**src/rtl/psc_trigger_scheduler_if.sv**
```systemverilog
// Request/status bundle between a trigger scheduler and its controller.
// The master drives per-channel requests; the slave (scheduler) returns frame timing and channel status.
interface psc_trigger_scheduler_if #(
  parameter int NUM_CH  = 4,
  parameter int CNT_W   = 4,
  parameter int DELAY_W = 8
);
  logic [NUM_CH-1:0]         trigger_pulse;
  logic [NUM_CH-1:0]         enable;
  logic [NUM_CH*DELAY_W-1:0] delay_frames;
  logic [NUM_CH-1:0]         clear_overrun;
  logic [CNT_W-1:0]          tx_counter;
  logic                      tx_done;
  logic [NUM_CH-1:0]         is_trigger;
  logic [NUM_CH-1:0]         busy;
  logic [NUM_CH-1:0]         overrun;

  modport master (
    output trigger_pulse, enable, delay_frames, clear_overrun,
    input  tx_counter, tx_done, is_trigger, busy, overrun
  );

  modport slave (
    input  trigger_pulse, enable, delay_frames, clear_overrun,
    output tx_counter, tx_done, is_trigger, busy, overrun
  );
endinterface

```
**src/rtl/psc_trigger_scheduler.sv**
```systemverilog
// Frame-aligned multi-channel trigger scheduler: a shared frame counter plus one
// IDLE/WAIT/ACTIVE machine per channel that fires for one full frame after a programmable delay.
module psc_trigger_scheduler #(
  parameter int NUM_CH    = 4,
  parameter int FRAME_LEN = 10,
  parameter int CNT_W     = 4,
  parameter int DELAY_W   = 8
) (
  input logic                  clk,
  input logic                  reset,
  psc_trigger_scheduler_if.slave bus
);

  localparam logic [CNT_W-1:0] LAST_SLOT = CNT_W'(FRAME_LEN - 1);

  typedef enum logic [1:0] {
    IDLE   = 2'd0,
    WAIT   = 2'd1,
    ACTIVE = 2'd2
  } state_e;

  logic [CNT_W-1:0]   tx_counter_q, tx_counter_d;
  state_e             state_q [NUM_CH];
  state_e             state_d [NUM_CH];
  logic [DELAY_W-1:0] dcnt_q  [NUM_CH];
  logic [DELAY_W-1:0] dcnt_d  [NUM_CH];
  logic [NUM_CH-1:0]  overrun_q, overrun_d;

  logic               tx_done_w;
  logic [NUM_CH-1:0]  is_trigger_w;
  logic [NUM_CH-1:0]  busy_w;

  // State register: frame counter, channel FSMs, delay counters and sticky flags.
  always_ff @(posedge clk or negedge reset) begin
    if (!reset) begin
      tx_counter_q <= '0;
      overrun_q    <= '0;
      for (int i = 0; i < NUM_CH; i++) begin
        state_q[i] <= IDLE;
        dcnt_q[i]  <= '0;
      end
    end else begin
      // NOTE: non-blocking assignments keep every flop sampling pre-edge values, so update order inside this block is irrelevant.
      tx_counter_q <= tx_counter_d;
      overrun_q    <= overrun_d;
      for (int i = 0; i < NUM_CH; i++) begin
        state_q[i] <= state_d[i];
        dcnt_q[i]  <= dcnt_d[i];
      end
    end
  end

  // Next-state logic.
  always_comb begin
    // NOTE: every combinational output is defaulted before any branch so no path can leave it unassigned and infer a latch.
    tx_counter_d = (tx_counter_q == LAST_SLOT) ? '0 : tx_counter_q + 1'b1;
    overrun_d    = (overrun_q & ~bus.clear_overrun) | (bus.trigger_pulse & busy_w);

    for (int i = 0; i < NUM_CH; i++) begin
      state_d[i] = state_q[i];
      dcnt_d[i]  = dcnt_q[i];

      unique case (state_q[i])
        IDLE: begin
          if (bus.trigger_pulse[i] && bus.enable[i]) begin
            state_d[i] = WAIT;
            dcnt_d[i]  = bus.delay_frames[i*DELAY_W +: DELAY_W];
          end
        end

        // Abort beats the frame boundary; the delay counts whole boundaries seen while waiting.
        WAIT: begin
          if (!bus.enable[i]) begin
            state_d[i] = IDLE;
          end else if (tx_done_w) begin
            if (dcnt_q[i] == '0) begin
              state_d[i] = ACTIVE;
            end else begin
              dcnt_d[i] = dcnt_q[i] - 1'b1;
            end
          end
        end

        ACTIVE: begin
          if (tx_done_w) begin
            state_d[i] = IDLE;
          end
        end

        default: begin
          state_d[i] = IDLE;
        end
      endcase
    end
  end

  // Output logic: pure decode of registered state.
  always_comb begin
    tx_done_w    = (tx_counter_q == LAST_SLOT);
    is_trigger_w = '0;
    busy_w       = '0;
    for (int i = 0; i < NUM_CH; i++) begin
      is_trigger_w[i] = (state_q[i] == ACTIVE);
      busy_w[i]       = (state_q[i] != IDLE);
    end
  end

  assign bus.tx_counter = tx_counter_q;
  assign bus.tx_done    = tx_done_w;
  assign bus.is_trigger = is_trigger_w;
  assign bus.busy       = busy_w;
  assign bus.overrun    = overrun_q;

endmodule

```
**src/flat_wrapper.sv**
```systemverilog
// flat-port wrapper written by rule: the top's interface ports become plain ports
module psc_trigger_scheduler_flat 
#(
  parameter int NUM_CH    = 4,
  parameter int FRAME_LEN = 10,
  parameter int CNT_W     = 4,
  parameter int DELAY_W   = 8
)
  (clk, reset, bus_trigger_pulse, bus_enable, bus_delay_frames, bus_clear_overrun, bus_tx_counter, bus_tx_done, bus_is_trigger, bus_busy, bus_overrun);
  psc_trigger_scheduler_if #(.NUM_CH(NUM_CH), .CNT_W(CNT_W), .DELAY_W(DELAY_W)) bus_i ();
  input logic clk;
  input logic reset;
  input wire logic [$bits(bus_i.trigger_pulse)-1:0] bus_trigger_pulse;
  input wire logic [$bits(bus_i.enable)-1:0] bus_enable;
  input wire logic [$bits(bus_i.delay_frames)-1:0] bus_delay_frames;
  input wire logic [$bits(bus_i.clear_overrun)-1:0] bus_clear_overrun;
  output wire logic [$bits(bus_i.tx_counter)-1:0] bus_tx_counter;
  output wire logic [$bits(bus_i.tx_done)-1:0] bus_tx_done;
  output wire logic [$bits(bus_i.is_trigger)-1:0] bus_is_trigger;
  output wire logic [$bits(bus_i.busy)-1:0] bus_busy;
  output wire logic [$bits(bus_i.overrun)-1:0] bus_overrun;
  assign bus_i.trigger_pulse = bus_trigger_pulse;
  assign bus_i.enable = bus_enable;
  assign bus_i.delay_frames = bus_delay_frames;
  assign bus_i.clear_overrun = bus_clear_overrun;
  assign bus_tx_counter = bus_i.tx_counter;
  assign bus_tx_done = bus_i.tx_done;
  assign bus_is_trigger = bus_i.is_trigger;
  assign bus_busy = bus_i.busy;
  assign bus_overrun = bus_i.overrun;
  psc_trigger_scheduler #(.NUM_CH(NUM_CH), .FRAME_LEN(FRAME_LEN), .CNT_W(CNT_W), .DELAY_W(DELAY_W)) u_core (.clk(clk), .reset(reset), .bus(bus_i));
endmodule
```
**config.mk**
```make
export PLATFORM = sky130hd
export DESIGN_NAME = psc_trigger_scheduler_flat
export DESIGN_NICKNAME = d
export VERILOG_FILES = /design/src/rtl/psc_trigger_scheduler_if.sv /design/src/rtl/psc_trigger_scheduler.sv /design/src/flat_wrapper.sv
export SDC_FILE = /design/constraint.sdc
export NUM_CORES = 1
export LEC_CHECK = 0
export CORE_MARGIN = 2
export CORE_UTILIZATION = 52
export DETAILED_ROUTE_END_ITERATION = 12
export PLACE_DENSITY_LB_ADDON = 0.15
export SETUP_SLACK_MARGIN = 0.4
export SLEW_MARGIN = 20
export SYNTH_ARGS = -nofsm -noshare
export SYNTH_HDL_FRONTEND = slang
export SYNTH_SLANG_ARGS = --single-unit
```
**constraint.sdc**
```tcl
create_clock -name clk -period 2.49 [get_ports clk]
set_clock_uncertainty 0.1 [all_clocks]
set_input_delay 0.3735 -clock clk [delete_from_list [all_inputs] [get_ports clk]]
set_output_delay 0.3735 -clock clk [all_outputs]
set_load 0.02 [all_outputs]
```
== Word level (Yosys, flattened, before mapping) ==
Index checks and enable logic that the tools add are counted.
Storage, ports and cells
  flip-flop bits (word level): 48
  input port bits: 46
  output and inout port bits: 17
  word-level logic and storage cells: 126
Operators by class
  $add $sub $neg: 5
  equal/unequal tests: 37
  multiplexer cells: 42
  bitwise operators: 4
  reductions and logical operators: 28
Operators with widths (number)
  $mux 8: 16
  $pmux 8 s2: 4
  $mux 2: 17
  $logic_not 8->1: 4
  $ne 2x2->1 const B: 16
  $sub 8x1->8 const B: 4
  $pmux 2 s3: 4
  $reduce_and 5->1: 4
  $reduce_and 4->1: 4
  $reduce_bool 2->1: 8
  $ne 3x2->1 const B: 4
  $ne 3x3->1 const B: 4
  $and 4x4->4: 2
  $eq 2x1->1 const B: 4
  $eq 2x2->1 const B: 4
  $logic_not 2->1: 4
  $ne 2x1->1 const B: 4
  $add 4x1->4 const B: 1
  $eq 4x4->1 const B: 1
  $logic_and 1x1->1: 4
  $mux 4: 1
  $not 4->4: 1
  $or 4x4->4: 1

== Logic depth before layout (Yosys ltp) ==
Gate-level depths: netlist of run 1.
  depth after elaboration: 5
  depth in mapped cells: 6
  gate-level depth less buffers: 6

== Worst setup path before layout of run 1 ==
OpenSTA, ideal clock, no wires.
  path kind: register to register
  start: reg u_core.tx_counter_q[2] (netlist: u_core.bus.tx_counter[2])
  end: reg u_core.dcnt_q[6] (netlist name)
  setup time: 148 ps
  data arrival time: 1600 ps
  setup slack: 641 ps
  stages on the path, launching flop included: 7
  buffers on the path: 1
  path through: dfrtp_1 nand4bb_1 buf_6 clkinv_1 nand3_4 o21a_4 o221ai_1
Between the ends
  cells in the longest elaborated chain, start to end: 3
Ends and longest elaborated chain
  from (decl): line psc_trigger_scheduler.sv:22  | logic [CNT_W-1:0] tx_counter_q, tx_counter_d;
  from (signal assigned): line psc_trigger_scheduler.sv:44  | tx_counter_q <= tx_counter_d;
  $eq 4x4->1: line psc_trigger_scheduler.sv:99  | tx_done_w = (tx_counter_q == LAST_SLOT);
  via bus_tx_done: line flat_wrapper.sv:18  | output wire logic [$bits(bus_i.tx_done)-1:0] bus_tx_done;
  $ne 2x2->1 (no line)
  $reduce_and 5->1 (no line)
  to (signal, indexed assignment): line psc_trigger_scheduler.sv:48  | dcnt_q[i] <= dcnt_d[i];
  to (decl): line psc_trigger_scheduler.sv:25  | logic [DELAY_W-1:0] dcnt_q [NUM_CH];
The timed path passes the listed nets, and every way through them passes these cells.
A chain may end at the register's enable or synchronous reset.

== Worst setup path after layout of run 1 ==
  start: reg u_core.state_q[7] (netlist name)
  end: out bus_is_trigger[0]
Between the ends
  cells in the longest elaborated chain, start to end: 1
Ends and longest elaborated chain
  from (decl): line psc_trigger_scheduler.sv:23  | state_e state_q [NUM_CH];
  from (signal, indexed assignment): line psc_trigger_scheduler.sv:47  | state_q[i] <= state_d[i];
  $eq 2x2->1: line psc_trigger_scheduler.sv:103  | is_trigger_w[i] = (state_q[i] == ACTIVE);
  to (decl): line flat_wrapper.sv:19  | output wire logic [$bits(bus_i.is_trigger)-1:0] bus_is_trigger;
Every way passes these cells.

==> results.yml, run 1 <==
synth:
  syn_area_mm2: 0.00309
  synth_cell_types: 61
  synth-simple-area-share_pct: 23.9
  ys_top_cells_by_count: "dfrtp_1, nor2_1, nand2_1"
  synth.area.top_cells: "dfrtp_1, a21oi_1, nor2_1, ha_1, o2bb2a_4"
  netlist_instances: 337
  ys_seq_elements: 48
  synth-xor-area-share_pct: 0.284
  yosys_warnings: 0
  syn_nets: 391
  synthMuxAreaShare_pct: 1.66
  synth_seq_area_share_pct: 38.9
  synth_fa_ha_area_share_pct: 3.24
  synth_edf_count: 0
  ys.flop_type: "dfrtp_1"
  yosysMostFrequentCell: "dfrtp_1"
  synth-compound-area-share_pct: 27.4
  synth_largest_area_cell: "dfrtp_1"
  avgSynthCellArea_um2: 9.16
  synth_top_family_by_area: "compound AO/OA/AOI/OAI gates"
  synth.top_cell.area_share_pct: 38.9
  async_reset_ff_share_pct: 100
placed_design:
  hpwl_um: 5210
  globalplace.congestion: 0.857
  place.port_buffers: 62
  placedInstanceArea_mm2: 0.00381
timing:
  finalSetupTns_ns: 0
  finalCriticalPeriod_ns: 2.05
  tightest_slew_ns: 0.836
  final-setup-viol-count: 0
  relSlewSlack_pct: 44.2
  timing.final.crit_share_pct: 82.1
  final_hold_viol_count: 0
  drv_slew: 0
  fmaxAchievable_mhz: 489
  rsz0062_at_grt: "true"
critical_path:
  path_class: "reg2out"
  cp_max_fo: 6
  required_ns: 2.02
  crit_path_end_kind: "output pin"
  start_kind: "flip-flop"
  arrival_ns: 1.57
route:
  drt_iter0_markers: 123
  wl_um: 7120
  drcViolationCount: 0
  vias_per_cell: 5.84
  first_pass_iters: 4
  vias: 2798
  ant_nets: 0
  wl_per_cell_um: 14.9
power_and_ir_drop:
  powerDensity_mw_per_mm2: 662
  report.power.total_mw: 2.61
  p_leak_nw: 1.69
  max-vdd-ir-drop_mv: 0.481
final_layout:
  design_area_mm2: 0.00395
  nets: 457
  area_growth_pct: 28.1
  drive_gt1_share_pct: 11.1
  antenna_cells: 0
clock_network:
  clock_sinks: 48
  cts-htree-levels: 2
  clk_latency_ns: 0.30
  clkTransAtPathRegs_ns: 0.09
  numCtsBuffers: 5
  cts_setup_buffers: 0
  clock-root-buffer: "clkbuf_8"
  cts_buffer_depth: 2
  cts_tree: "built"
hold_path:
  hp-class: "in2async"
floorplanning:
  dieArea_mm2: 0.00657
  start_util_pct: 53.1
  io_pins: 63
  die_h_um: 81.0
  row_count: 28
  core_region_area_mm2: 0.00582
  fp.dieW_um: 81.0
global_route:
  grt_max_degree: 37
  grt_pass1_vias: 2653
  grt_pass1_wl_um: 12200
  grt_overflow: 0
  grt_util_all_layers_pct: 23.4
  antenna_found_initial: 0
run_status:
  outcome: "finished clean"
flow_run:
  drv_cap: 0
[worst max-delay path: stages (launching register included)]
cell and delay (ns):
dfrtp_1 0.44, nor2b_1 0.20, clkdlybuf4s50_1 0.63
[logic make-up after synthesis]
group	count (synthesis)
AOI/OAI and AO/OA	108
xor gates and xnor gates	1
adders and majority gates	8
buffers and inverters	35
DFF	48
muxes	5
and+or+nand+nor	132
[cell type report]
cell class / count / area (µm²)
flip-flops and latches: 48 / 1200
fillers: 490 / 1860
inverters: 23 / 86.3
clock inverters: 1 / 30.0
clock buffers: 7 / 96.3
repair buffers: 71 / 692
multi-input cells: 254 / 1750
well taps: 75 / 93.8
[layer usage]
metal | vias up | track usage, % | wire length [µm]
li1 | 1392 | - | -
met1 | 1310 | 32.1 | 3350
met2 | 89 | 37.9 | 3310
met3 | 7 | 3.22 | 354
met4 | 0 | 7.97 | 95
met5 | - | 0 | 0
[state kept, by name, indices dropped and copies added, names as in the netlist]
signal,cells
u_core.bus.tx_counter,4
u_core.dcnt_q,32
u_core.bus.overrun,4
u_core.state_q,8
[report_power, final]
part           switching, mW  internal [mW]  leakage [nW]
Clock                  0.272          0.355        0.0645
Combinational          0.394          0.399          1.07
Sequential             0.239          0.955         0.562
[cell usage in the layout (no fill, tap or decap), types with 7 or more instances in the layout]
cell             Yosys  final
clkbuf_8             0      7
buf_4                0      9
inv_1               22     22
o22ai_1              8      8
a22oi_1              9      9
o21ai_0             15     15
dfrtp_1             48     47
nor2b_1              9      9
o211ai_1             8      8
nor3_1              12     12
a21oi_1             24     24
nand3_1             19     19
clkdlybuf4s50_1      0     56
ha_1                 8      8
nand2_1             25     25
nor2_1              27     26
[worst paths after layout]
check / start / slack (ns) / cells past startpoint / to
setup / recovery: u_core.state_q[7] / 0.44 / 2 / bus_is_trigger[0]
hold / removal: reset / 0.06 / 1 / u_core.dcnt_q[18]
setup reg to reg: u_core.dcnt_q[0] / 0.54 / 5 / u_core.dcnt_q[6]
hold reg to reg: u_core.state_q[3] / 0.41 / 1 / u_core.state_q[2]
max in group asynchronous: reset / 1.59 / 2 / u_core.state_q[1]
min in group clk: u_core.state_q[3] / 0.41 / 1 / u_core.state_q[2]
[through the flow]
stage | setup slack [ns] | cells | hold slack, ns | util (%)
final | 0.445 | 479 | 0.0619 | 67.9
after global placement | 0.439 | 471 | 0.389 | 65.4
after CTS | 0.403 | 479 | 0.0809 | 67.6
after detailed placement | 0.399 | 471 | 0.400 | 65.4
after global routing | 0.386 | 479 | 0.120 | 67.9
after floorplan | 0.641 | 337 | -0.0221 | -
[repair_timing]
action,4_1_cts,5_1_grt
endpoints found under the setup margin,1,7
pin swaps,0,0
hold buffers,0,0
gates resized for setup,1,7
Power figures use the tool's default switching activity.
==> run 2: changes to the inputs <==
- CORE_UTILIZATION: 52 -> 47
- clock period: 2.49 -> 1.8 ns (I/O delays scaled with it)
==> run 2 against run 1 <==
  * Global-route usage is 1.5 points higher
  * Die area grew 10%
  * Critical path depth grew 5
  * Design area increased by 28%
  * Combinational power rose by 140%
  * Register-to-register slack got worse by 0.51 ns
  * Clock power grew 17%
==> results.yml, run 2 (synthesis gave the netlist of run 1 again) <==
power_and_ir_drop:
  p_sw_mw: 1.63
  p_leak_nw: 2.08
  powerDensity_mw_per_mm2: 852
  comb_power_share_pct: 44.4
  report.power.total_mw: 4.30
  intPower_mw: 2.67
  clockPowerShare_pct: 17.0
  sw_frac_of_total_pct: 38.0
  p_seq_share_pct: 38.6
  max-vdd-ir-drop_mv: 0.613
global_route:
  grt_pass1_wl_um: 14800
  grt_util_all_layers_pct: 24.9
  grt_max_degree: 25
  grt_overflow: 0
  grt_pass1_vias: 3190
  antenna_found_initial: 0
timing:
  fin_hold_ws_ns: 0.358
  rsz0062_at_grt: "true"
  relSlewSlack_pct: 66.8
  tightest_slew_ns: 0.499
  final-setup-viol-count: 0
  finalCriticalPeriod_ns: 1.77
  fmaxAchievable_mhz: 565
  timing.final.crit_share_pct: 98.3
  drv_slew: 0
  final_hold_viol_count: 0
placed_design:
  placedInstanceArea_mm2: 0.00408
  place.port_buffers: 62
  dp_cells: 500
  hpwl_um: 5780
  globalplace.congestion: 0.861
critical_path:
  crit_path_end_kind: "flip-flop"
  slowest_stage: "dfrtp_1"
  required_ns: 1.89
  cp_cell_sequence: "inv_2, ha_2, nor4b_4, a2111oi_4, buf_4, o21ai_1, o2bb2ai_1"
  cp_top_family: "compound AO/OA/AOI/OAI gates"
  path_buf_inv: 2
  path_class: "reg2reg"
  slowest_delay_ns: 0.40
  start_kind: "flip-flop"
  rr_startpoint: "u_core.dcnt_q[9]"
  cp_max_fo: 3
  r2r_setup_slack_ns: 0.03
  reg2reg_depth: 7
  r2r-end: "u_core.dcnt_q[8]"
  arrival_ns: 1.86
route:
  ant_nets: 0
  wl_um: 9960
  drcViolationCount: 0
  wl_per_cell_um: 18.1
  vias: 3297
  vias_per_cell: 5.98
  drt_iter0_markers: 122
  first_pass_iters: 5
clock_network:
  clock-root-buffer: "clkbuf_8"
  cts_buffer_depth: 2
  clock_sinks: 48
  cts-htree-levels: 2
  clkTransAtPathRegs_ns: 0.10
  cts_tree: "built"
  clk_latency_ns: 0.31
  numCtsBuffers: 5
floorplanning:
  core_region_area_mm2: 0.00635
  dieArea_mm2: 0.00723
  die_h_um: 85.0
  io_pins: 63
  row_count: 29
  fp.dieW_um: 85.0
  start_util_pct: 48.6
final_layout:
  drive_gt1_share_pct: 44.5
  multi_input_area_mm2: 0.00222
  area_growth_pct: 63.6
  final_common_cell: "buf_4"
  fin_util_pct: 79.5
  antenna_cells: 0
  largest_reg_flops: 32
  nets: 528
  fin_cells: 551
  design_area_mm2: 0.00505
  register_area_mm2: 0.00122
  top_register: "u_core.dcnt_q"
  layout_common_cells: "buf_4, clkdlybuf4s50_1, buf_6, dfrtp_1, nand2_1"
  final.fill_count: 411
  reg_top3: "u_core.dcnt_q (32), u_core.state_q (8)"
hold_path:
  hp-class: "in2async"
flow_run:
  drv_cap: 0
run_status:
  outcome: "finished clean"
run 2: per-layer routing:
| metal | global-route usage (%) | routed length (µm) | vias to the layer above |
|---|---|---|---|
| met5 | 0 | 0 | - |
| met3 | 4.28 | 450 | 21 |
| li1 | - | - | 1533 |
| met1 | 30.9 | 4050 | 1627 |
| met4 | 8.23 | 214 | 0 |
| met2 | 43.9 | 5240 | 116 |
run 2: power groups by stage:
stage | registers (mW) | logic (mW) | clock network [mW]
2_1_floorplan | 1.59 | 0.843 | 0
3_3_place_gp | 1.63 | 1.30 | 0
3_5_place_dp | 1.63 | 1.33 | 0
4_1_cts | 1.62 | 1.69 | 0.739
5_1_grt | 1.69 | 2.07 | 0.776
6_report | 1.66 | 1.91 | 0.732
run 2: cell type report:
type | instances | area share [%]
repair buffers | 142 | 26.2
well taps | 77 | 1.91
flip-flops and latches | 48 | 24.1
multi-input cells | 254 | 44.1
inverters | 23 | 1.81
clock buffers | 7 | 1.91
run 2: worst register-to-register path, delay by kind of cell, from the launching register on:
family / cells / cell delay, ns
adder cells (fa/ha/maj): 1 / 0.17
flip-flops: 1 / 0.40
AO/OA/AOI/OAI: 3 / 0.57
buffers and inverters: 2 / 0.27
AND/OR/NAND/NOR: 1 / 0.14
run 2: metrics by stage:
step                      TNS (ns)  setup slack (ns)
after floorplan                  0            0.0815
after global placement      -0.454           -0.0771
after detailed placement    -0.305           -0.0570
after CTS                        0            0.0738
after global routing       -0.0568           -0.0208
final                            0            0.0309
run 2: worst max path at each step:
stage                                    to  cells after the start                      from  slack, ns
final                      u_core.dcnt_q[8]                      7          u_core.dcnt_q[9]       0.03
after global placement    u_core.dcnt_q[21]                      5             bus_enable[1]      -0.08
after CTS                 u_core.dcnt_q[14]                      6          u_core.dcnt_q[8]       0.07
after global routing       u_core.dcnt_q[8]                      7          u_core.dcnt_q[8]      -0.02
after detailed placement  u_core.dcnt_q[18]                      5             bus_enable[1]      -0.06
after floorplan           u_core.dcnt_q[22]                      5  u_core.bus.tx_counter[1]       0.08
run 2: timing repair:
| action | in CTS | in global routing |
|---|---|---|
| hold buffers | 1 | 0 |
| gates resized for setup | 140 | 74 |
| endpoints found under the setup margin | 57 | 56 |
| pin swaps | 46 | 28 |
| cloned | 0 | 0 |
| setup buffers | 33 | 10 |
| endpoints found under the hold margin | 17 | 0 |
